## config.mk

```make
export PLATFORM = sky130hd
export DESIGN_NAME = serial_adder_ctrl
export DESIGN_NICKNAME = d
export VERILOG_FILES = /design/src/rtl/serial_adder_ctrl.sv
export SDC_FILE = /design/constraint.sdc
export NUM_CORES = 1
export LEC_CHECK = 0
export CORE_UTILIZATION = 52
export CTS_CLUSTER_SIZE = 20
export DETAILED_ROUTE_END_ITERATION = 10
export PLACE_DENSITY = 0.87
export SLEW_MARGIN = 20
export SYNTH_ARGS = -nofsm -noshare
export SYNTH_HDL_FRONTEND = slang
export SYNTH_SLANG_ARGS = --single-unit
```

## constraint.sdc

```tcl
create_clock -name clk -period 1.9 [get_ports clk]
set_clock_uncertainty 0.1 [all_clocks]
set_input_delay 0.38 -clock clk [delete_from_list [all_inputs] [get_ports clk]]
set_output_delay 0.38 -clock clk [all_outputs]
set_load 0.01 [all_outputs]
```

## src/rtl/serial_adder_ctrl.sv

```systemverilog
// Bit-serial add/subtract sequencer: one full-adder slice reused over WIDTH cycles,
// with a start/busy/done handshake and a result register kept separate from the shift register.
module serial_adder_ctrl #(
   parameter int unsigned WIDTH = 8
) (
   input  logic             clk,
   input  logic             rst_n,
   input  logic             start,
   input  logic             sub,
   input  logic             abort,
   input  logic [WIDTH-1:0] A,
   input  logic [WIDTH-1:0] B,
   output logic             busy,
   output logic             done,
   output logic [WIDTH-1:0] Sum,
   output logic             Cout,
   output logic             Ovf
);

   localparam int unsigned CNT_W = (WIDTH > 1) ? $clog2(WIDTH) : 1;
   localparam logic [CNT_W-1:0] LastBit = CNT_W'(WIDTH - 1);

   typedef enum logic [1:0] {StIdle, StRun, StDone} state_e;

   state_e             state_q, state_d;
   logic [WIDTH-1:0]   opa_q, opa_d;
   logic [WIDTH-1:0]   opb_q, opb_d;
   logic [WIDTH-1:0]   sr_q, sr_d;
   logic [WIDTH-1:0]   sum_q, sum_d;
   logic [CNT_W-1:0]   cnt_q, cnt_d;
   logic               carry_q, carry_d;
   logic               cin_msb_q, cin_msb_d;
   logic               cout_q, cout_d;
   logic               ovf_q, ovf_d;
   logic               busy_q, busy_d;
   logic               done_q, done_d;
   logic               s_bit, c_bit;

   // The single shared bit slice
   assign s_bit = opa_q[0] ^ opb_q[0] ^ carry_q;
   assign c_bit = (opa_q[0] & opb_q[0]) | (opa_q[0] & carry_q) | (opb_q[0] & carry_q);

   always_comb begin
      state_d   = state_q;
      opa_d     = opa_q;
      opb_d     = opb_q;
      sr_d      = sr_q;
      sum_d     = sum_q;
      cnt_d     = cnt_q;
      carry_d   = carry_q;
      cin_msb_d = cin_msb_q;
      cout_d    = cout_q;
      ovf_d     = ovf_q;
      done_d    = 1'b0;
      unique case (state_q)
         StIdle: begin
            if (start) begin
               opa_d   = A;
               opb_d   = sub ? ~B : B;
               carry_d = sub;
               cnt_d   = '0;
               state_d = StRun;
            end
         end
         StRun: begin
            if (abort) begin
               state_d = StIdle;
            end else begin
               opa_d   = opa_q >> 1;
               opb_d   = opb_q >> 1;
               sr_d    = {s_bit, sr_q[WIDTH-1:1]};
               carry_d = c_bit;
               if (cnt_q == LastBit) begin
                  cin_msb_d = carry_q;
                  state_d   = StDone;
               end else begin
                  cnt_d = cnt_q + CNT_W'(1);
               end
            end
         end
         StDone: begin
            done_d  = 1'b1;
            sum_d   = sr_q;
            cout_d  = carry_q;
            ovf_d   = carry_q ^ cin_msb_q;
            state_d = StIdle;
         end
         default: state_d = StIdle;
      endcase
      busy_d = (state_d != StIdle);
   end

   always_ff @(posedge clk or negedge rst_n) begin
      if (!rst_n) begin
         state_q   <= StIdle;
         opa_q     <= '0;
         opb_q     <= '0;
         sr_q      <= '0;
         sum_q     <= '0;
         cnt_q     <= '0;
         carry_q   <= 1'b0;
         cin_msb_q <= 1'b0;
         cout_q    <= 1'b0;
         ovf_q     <= 1'b0;
         busy_q    <= 1'b0;
         done_q    <= 1'b0;
      end else begin
         state_q   <= state_d;
         opa_q     <= opa_d;
         opb_q     <= opb_d;
         sr_q      <= sr_d;
         sum_q     <= sum_d;
         cnt_q     <= cnt_d;
         carry_q   <= carry_d;
         cin_msb_q <= cin_msb_d;
         cout_q    <= cout_d;
         ovf_q     <= ovf_d;
         busy_q    <= busy_d;
         done_q    <= done_d;
      end
   end

   assign busy = busy_q;
   assign done = done_q;
   assign Sum  = sum_q;
   assign Cout = cout_q;
   assign Ovf  = ovf_q;

endmodule
```

==> Yosys cells after proc, flatten, opt, wreduce, memory -nomap -nowiden <==
Index checks and enable logic that the tools add are counted.
{ "totals": {"elab_cells": 55, "input_bits": 21, "romBits": 0, "ram_bits": 0, "latchBits": 0, "memories": 0, "output_inout_bits": 12, "register_bits": 43} }
{ "classes": {"multipliers": 0, "n_shift": 0, "n_reduce_logical": 7, "n_eq_ne": 6, "n_mux": 19, "order_cmp": 0, "n_addsub": 1, "n_bitwise": 10, "n_div": 0} }
{ "op_table": {"columns": ["op", "n"], "rows": [
  ["8-bit 2-to-1 mux", 5],
  ["8-bit one-hot mux with 2 select lines", 2],
  ["3-bit 2-to-1 mux", 3],
  ["8-bit NOT", 1],
  ["2-bit 2-to-1 mux", 3],
  ["2-bit != test, second input constant", 3],
  ["3-bit one-hot mux with 2 select lines", 1],
  ["3-bit AND reduction", 2],
  ["2-bit one-hot mux with 2 select lines", 1],
  ["4-bit AND reduction", 1],
  ["2-bit nonzero test", 2],
  ["3-bit by 1-bit adder with 3-bit output, second input constant", 1],
  ["1-bit bitwise AND", 3],
  ["3-bit == test, second input constant", 1],
  ["1-bit 2-to-1 mux", 3],
  ["1-bit XOR", 3],
  ["2-bit by 1-bit == test with 1-bit output, second input constant", 1],
  ["2-bit == test, second input constant", 1],
  ["2-bit zero test", 1],
  ["1-bit OR", 2],
  ["1-bit one-hot mux with 2 select lines", 1],
  ["2-bit AND reduction", 1],
  ["1-bit NOT", 1]
]} }

==> Depth between registers and ports, before layout <==
{ "depth": {"depth_word": 5, "depth_mapped": 5, "depth_no_buf": 5} }

==> Worst setup path after synthesis <==
OpenSTA, ideal clock, no wires.
{ "synth_timing": {"path_type": "register -> register", "start": "register cnt_q[0]", "end": "register cnt_q[0]", "synth_period_minus_slack_ns": 1.627, "required_ns": 1.675, "path_stages_with_launch": 6, "slack_ns": 0.273, "arrival_ns": 1.402, "setup_time_ns": 0.125, "path_buffers": 0, "cell_sequence": "dfrtp_1 ha_1 ha_1 nor4b_4 nor2_1 mux2_2"} }
{ "synth_via": {"elab_chain_cells": 4, "elab_cells_between_ends": 7, "classes_between": "add/sub: 1; eq/ne: 2; mux: 3; reduce/logical: 1"} }
{ "synth_rtl": {"columns": ["item", "line_no", "text"], "rows": [
  ["start: declaration", "30", "logic [CNT_W-1:0] cnt_q, cnt_d;"],
  ["start signal: assignment", "113", "cnt_q <= cnt_d;"],
  ["3-bit by 1-bit adder with 3-bit output", "77", "cnt_d = cnt_q + CNT_W'(1);"],
  ["3-bit 2-to-1 mux", "73", "if (cnt_q == LastBit) begin"],
  ["3-bit 2-to-1 mux", "66", "if (abort) begin"],
  ["3-bit one-hot mux with 2 select lines", "55", "unique case (state_q)"]
]} }
Parallel ways exist; a longest one is shown, timed or not. The select of a mux whose other input is x is not followed.
A chain may end at the register's enable or synchronous reset.

==> Worst setup path in the final report <==
Ends and elaborated chain as after synthesis.

==> results.py <==
metrics = {
    "status": {
        "status": "finished clean",
    },
    "clocking": {
        "cts.path.max_buffers": 2,
        "h-tree-depth": 2,
        "cts.clk_slew.worst_paths_ns": 0.07,
        "root_buffer": "clkbuf_8",
        "cts_tree": "done",
        "postCtsSetupBuffers": 0,
        "cts_made_buffers": 5,
        "cts.sinks": 43,
        "clock_latency_ns": 0.29,
    },
    "layout": {
        "multiInputGateArea_um2": 863,
        "fin_cells": 234,
        "fin_nets": 209,
        "design_area_um2": 2510,
        "nFillCells": 298,
        "syn2layout_area_growth_pct": 24.6,
        "drive_above_1_share_pct": 32.3,
        "seq_area_um2": 1080,
        "utilization_pct": 68.1,
        "n_antenna_cell": 0,
    },
    "sta": {
        "tightest_slew_ns": 0.512,
        "setup_viol": 0,
        "slew_viol_final": 0,
        "whs_ns": 0.405,
        "rsz0062_at_grt": "false",
        "fmax_mhz": 591,
        "min_period_over_period_pct": 89.1,
        "finalSetupTns_ns": 0,
        "layout_min_cycle_time_ns": 1.69,
        "max_slew_margin_pct": 65.9,
        "hold_viol": 0,
    },
    "floorplanning": {
        "dieArea_um2": 4130,
        "std_cell_rows": 22,
        "core_area_um2": 3690,
        "fp.dieW_um": 64.3,
        "die_h_um": 64.3,
        "start_util_pct": 54.6,
        "io_pins": 33,
    },
    "route": {
        "first_pass_iters": 4,
        "post-route-drc-count": 0,
        "wl_per_cell_um": 14.6,
        "drt_iter0_drc": 22,
        "ant_nets": 0,
        "drt_wl_total_mm": 3.42,
        "vias": 1194,
        "post_drt_via_cell_ratio": 5.10,
    },
    "grt": {
        "grt_antenna_before_repair": 0,
        "track_usage_pct": 19.7,
        "grt_pass1_vias": 1307,
        "grt_pass1_wl_mm": 6.05,
        "grt.overflow.total": 0,
        "grt_max_degree": 26,
    },
    "synth": {
        "ys_seq_area_share_pct": 53.4,
        "syn_inst": 141,
        "post_synth_xor_area_fraction_pct": 3.91,
        "synthArstFlopShare_pct": 100,
        "synth_compound_area_share_pct": 4.59,
        "synth_area_um2": 2020,
        "netlist_top_cells_area": "dfrtp_1 (53%), mux2_2 (16%), mux2_4 (6.7%), xnor2_1 (3.9%), mux2_1 (2.8%)",
        "yosys.area_share.simple_pct": 6.39,
        "synth_seq_cells": 43,
        "synth_top_family_by_area": "multiplexers",
        "avgSynthCellArea_um2": 14.3,
        "ys.flop_type": "dfrtp_1",
        "synth_edf_count": 0,
        "synth_top_area_cell": "dfrtp_1",
        "muxShareOfSynthArea_pct": 25.7,
        "synth_top_area_share_pct": 53.4,
        "syn_nets": 165,
        "synth_adder_area_share_pct": 2.23,
        "synth_cell_types": 27,
        "yosys_warnings": 0,
    },
    "job": {
        "cap_viol_max_count": 0,
    },
    "critical_path": {
        "rr_endpoint": "cnt_q[0]$_DFFE_PN0P_",
        "cpMaxStageDelayCell": "dfrtp_1",
        "critPathMaxFanout": 4,
        "start_kind": "flip-flop",
        "crit_arrival_ns": 1.77,
        "r2r-start": "cnt_q[0]$_DFFE_PN0P_",
        "rr_worst_depth": 5,
        "startpoint": "cnt_q[0]$_DFFE_PN0P_",
        "crit_path_end_kind": "flip-flop",
        "crit_chain": "ha_1 > ha_1 > nor4b_4 > nor2_1 > mux2_2",
        "critPathKind": "reg2reg",
        "max_stage_delay_ns": 0.39,
        "required_ns": 1.98,
        "reg2reg_slack_ns": 0.21,
        "crit_top_cell": "ha_1",
    },
    "min_path": {
        "worstHoldStart": "Sum[3]$_DFFE_PN0P_",
        "hp-class": "reg2reg",
        "whs_path_depth": 1,
        "min_to": "Sum[3]$_DFFE_PN0P_",
    },
    "power_and_ir_drop": {
        "peakVddDrop_mv": 0.718,
        "p_per_area_nw_per_um2": 1070,
        "p_leak_uw": 0.00114,
    },
    "place": {
        "place_inst": 225,
        "place_congestion": 0.769,
        "place_area_um2": 2420,
        "dp_hpwl_mm": 2.65,
        "io_buffers": 32,
    },
}
## cell usage in the layout, fill, tap and decap left out, drive strengths merged, types with 2 or more instances in the layout
| cell | synthesis | final |
|---|---|---|
| dfrtp | 43 | 43 |
| mux2 | 43 | 43 |
| clkdlybuf4s50 | 0 | 31 |
| buf | 7 | 12 |
| xnor2 | 9 | 9 |
| nand2 | 8 | 8 |
| o21ai | 8 | 8 |
| clkbuf | 0 | 7 |
| inv | 3 | 3 |
| nand2b | 3 | 3 |
| nor2 | 2 | 2 |
| a22o | 2 | 2 |
| ha | 2 | 2 |
| nor3b | 2 | 2 |
| a21oi | 2 | 2 |
## per-stage QoR
stage	total power, uW	setup slack [ns]
2_1_floorplan	1920	0.273
3_3_place_gp	2100	0.0109
3_5_place_dp	2180	-0.0277
4_1_cts	2730	0.198
5_1_grt	2880	0.123
6_report	2690	0.208
## state kept, by name, indices dropped and copies added, names as in the netlist, 2 cells and up
register  cells
opa_q         8
sr_q          8
opb_q         8
Sum           8
state_q       2
cnt_q         3
## worst max path at each step
stage / end
6_report: cnt_q[0]$_DFFE_PN0P_
5_1_grt: cnt_q[0]$_DFFE_PN0P_
4_1_cts: cnt_q[0]$_DFFE_PN0P_
3_5_place_dp: opb_q[0]$_DFFE_PN0P_
3_3_place_gp: sr_q[1]$_DFFE_PN0P_
2_1_floorplan: cnt_q[0]$_DFFE_PN0P_
## cell families (layout without fill, tap and decap cells)
group | Yosys count | in the layout
buf+inv | 10 | 55
xor+xnor | 9 | 9
compound gates | 14 | 14
fa+ha+maj | 3 | 3
flops | 43 | 43
mux | 43 | 43
simple gates | 19 | 19
## timing repair
action / CTS / global route
endpoints found under the hold margin: 23 / 0
hold buffers: 1 / 0
endpoints found under the setup margin: 0 / 0
gates resized for setup: 0 / 0
## synth_stat cells (2+ instances only)
library cell   n
nand2_1        8
buf_6          2
a22o_1         2
xnor2_1        9
o21ai_0        8
inv_1          3
nand2b_1       3
buf_2          3
mux2_4         9
mux2_1         5
ha_1           2
dfrtp_1       43
mux2_2        29
nor2_1         2
## report_power, final
| group | internal [uW] | leakage [uW] | switching [uW] |
|---|---|---|---|
| clock | 258 | 0.0000422 | 283 |
| sequential | 1200 | 0.000547 | 190 |
| combinational | 496 | 0.000550 | 264 |
| total | 1950 | 0.00114 | 738 |
## layer usage
layer  track usage [%]  routed length [um]  part of all wire [%]
met2              35.7                1850                    54
met4              6.67                  45                   1.3
met1              21.6                1360                    40
met5                 0                   0                     0
met3              6.25                 157                   4.6
## critical path, delay by kind of cell (launching register included)
| kind | cells | cell delay [ns] |
|---|---|---|
| fa+ha+maj | 2 | 0.42 |
| flops | 1 | 0.39 |
| simple gates | 2 | 0.39 |
| mux | 1 | 0.28 |
## area by class of cell
class                           count  area share, %
Sequential cell                    43           42.8
Multi-Input combinational cell     88           34.4
Timing Repair Buffer               44           16.7
Clock buffer                        7           3.04
Tap cell                           48           2.39
Inverter                            3          0.448
Clock inverter                      1          0.199
No activity file was read; power rests on OpenSTA's default activity.
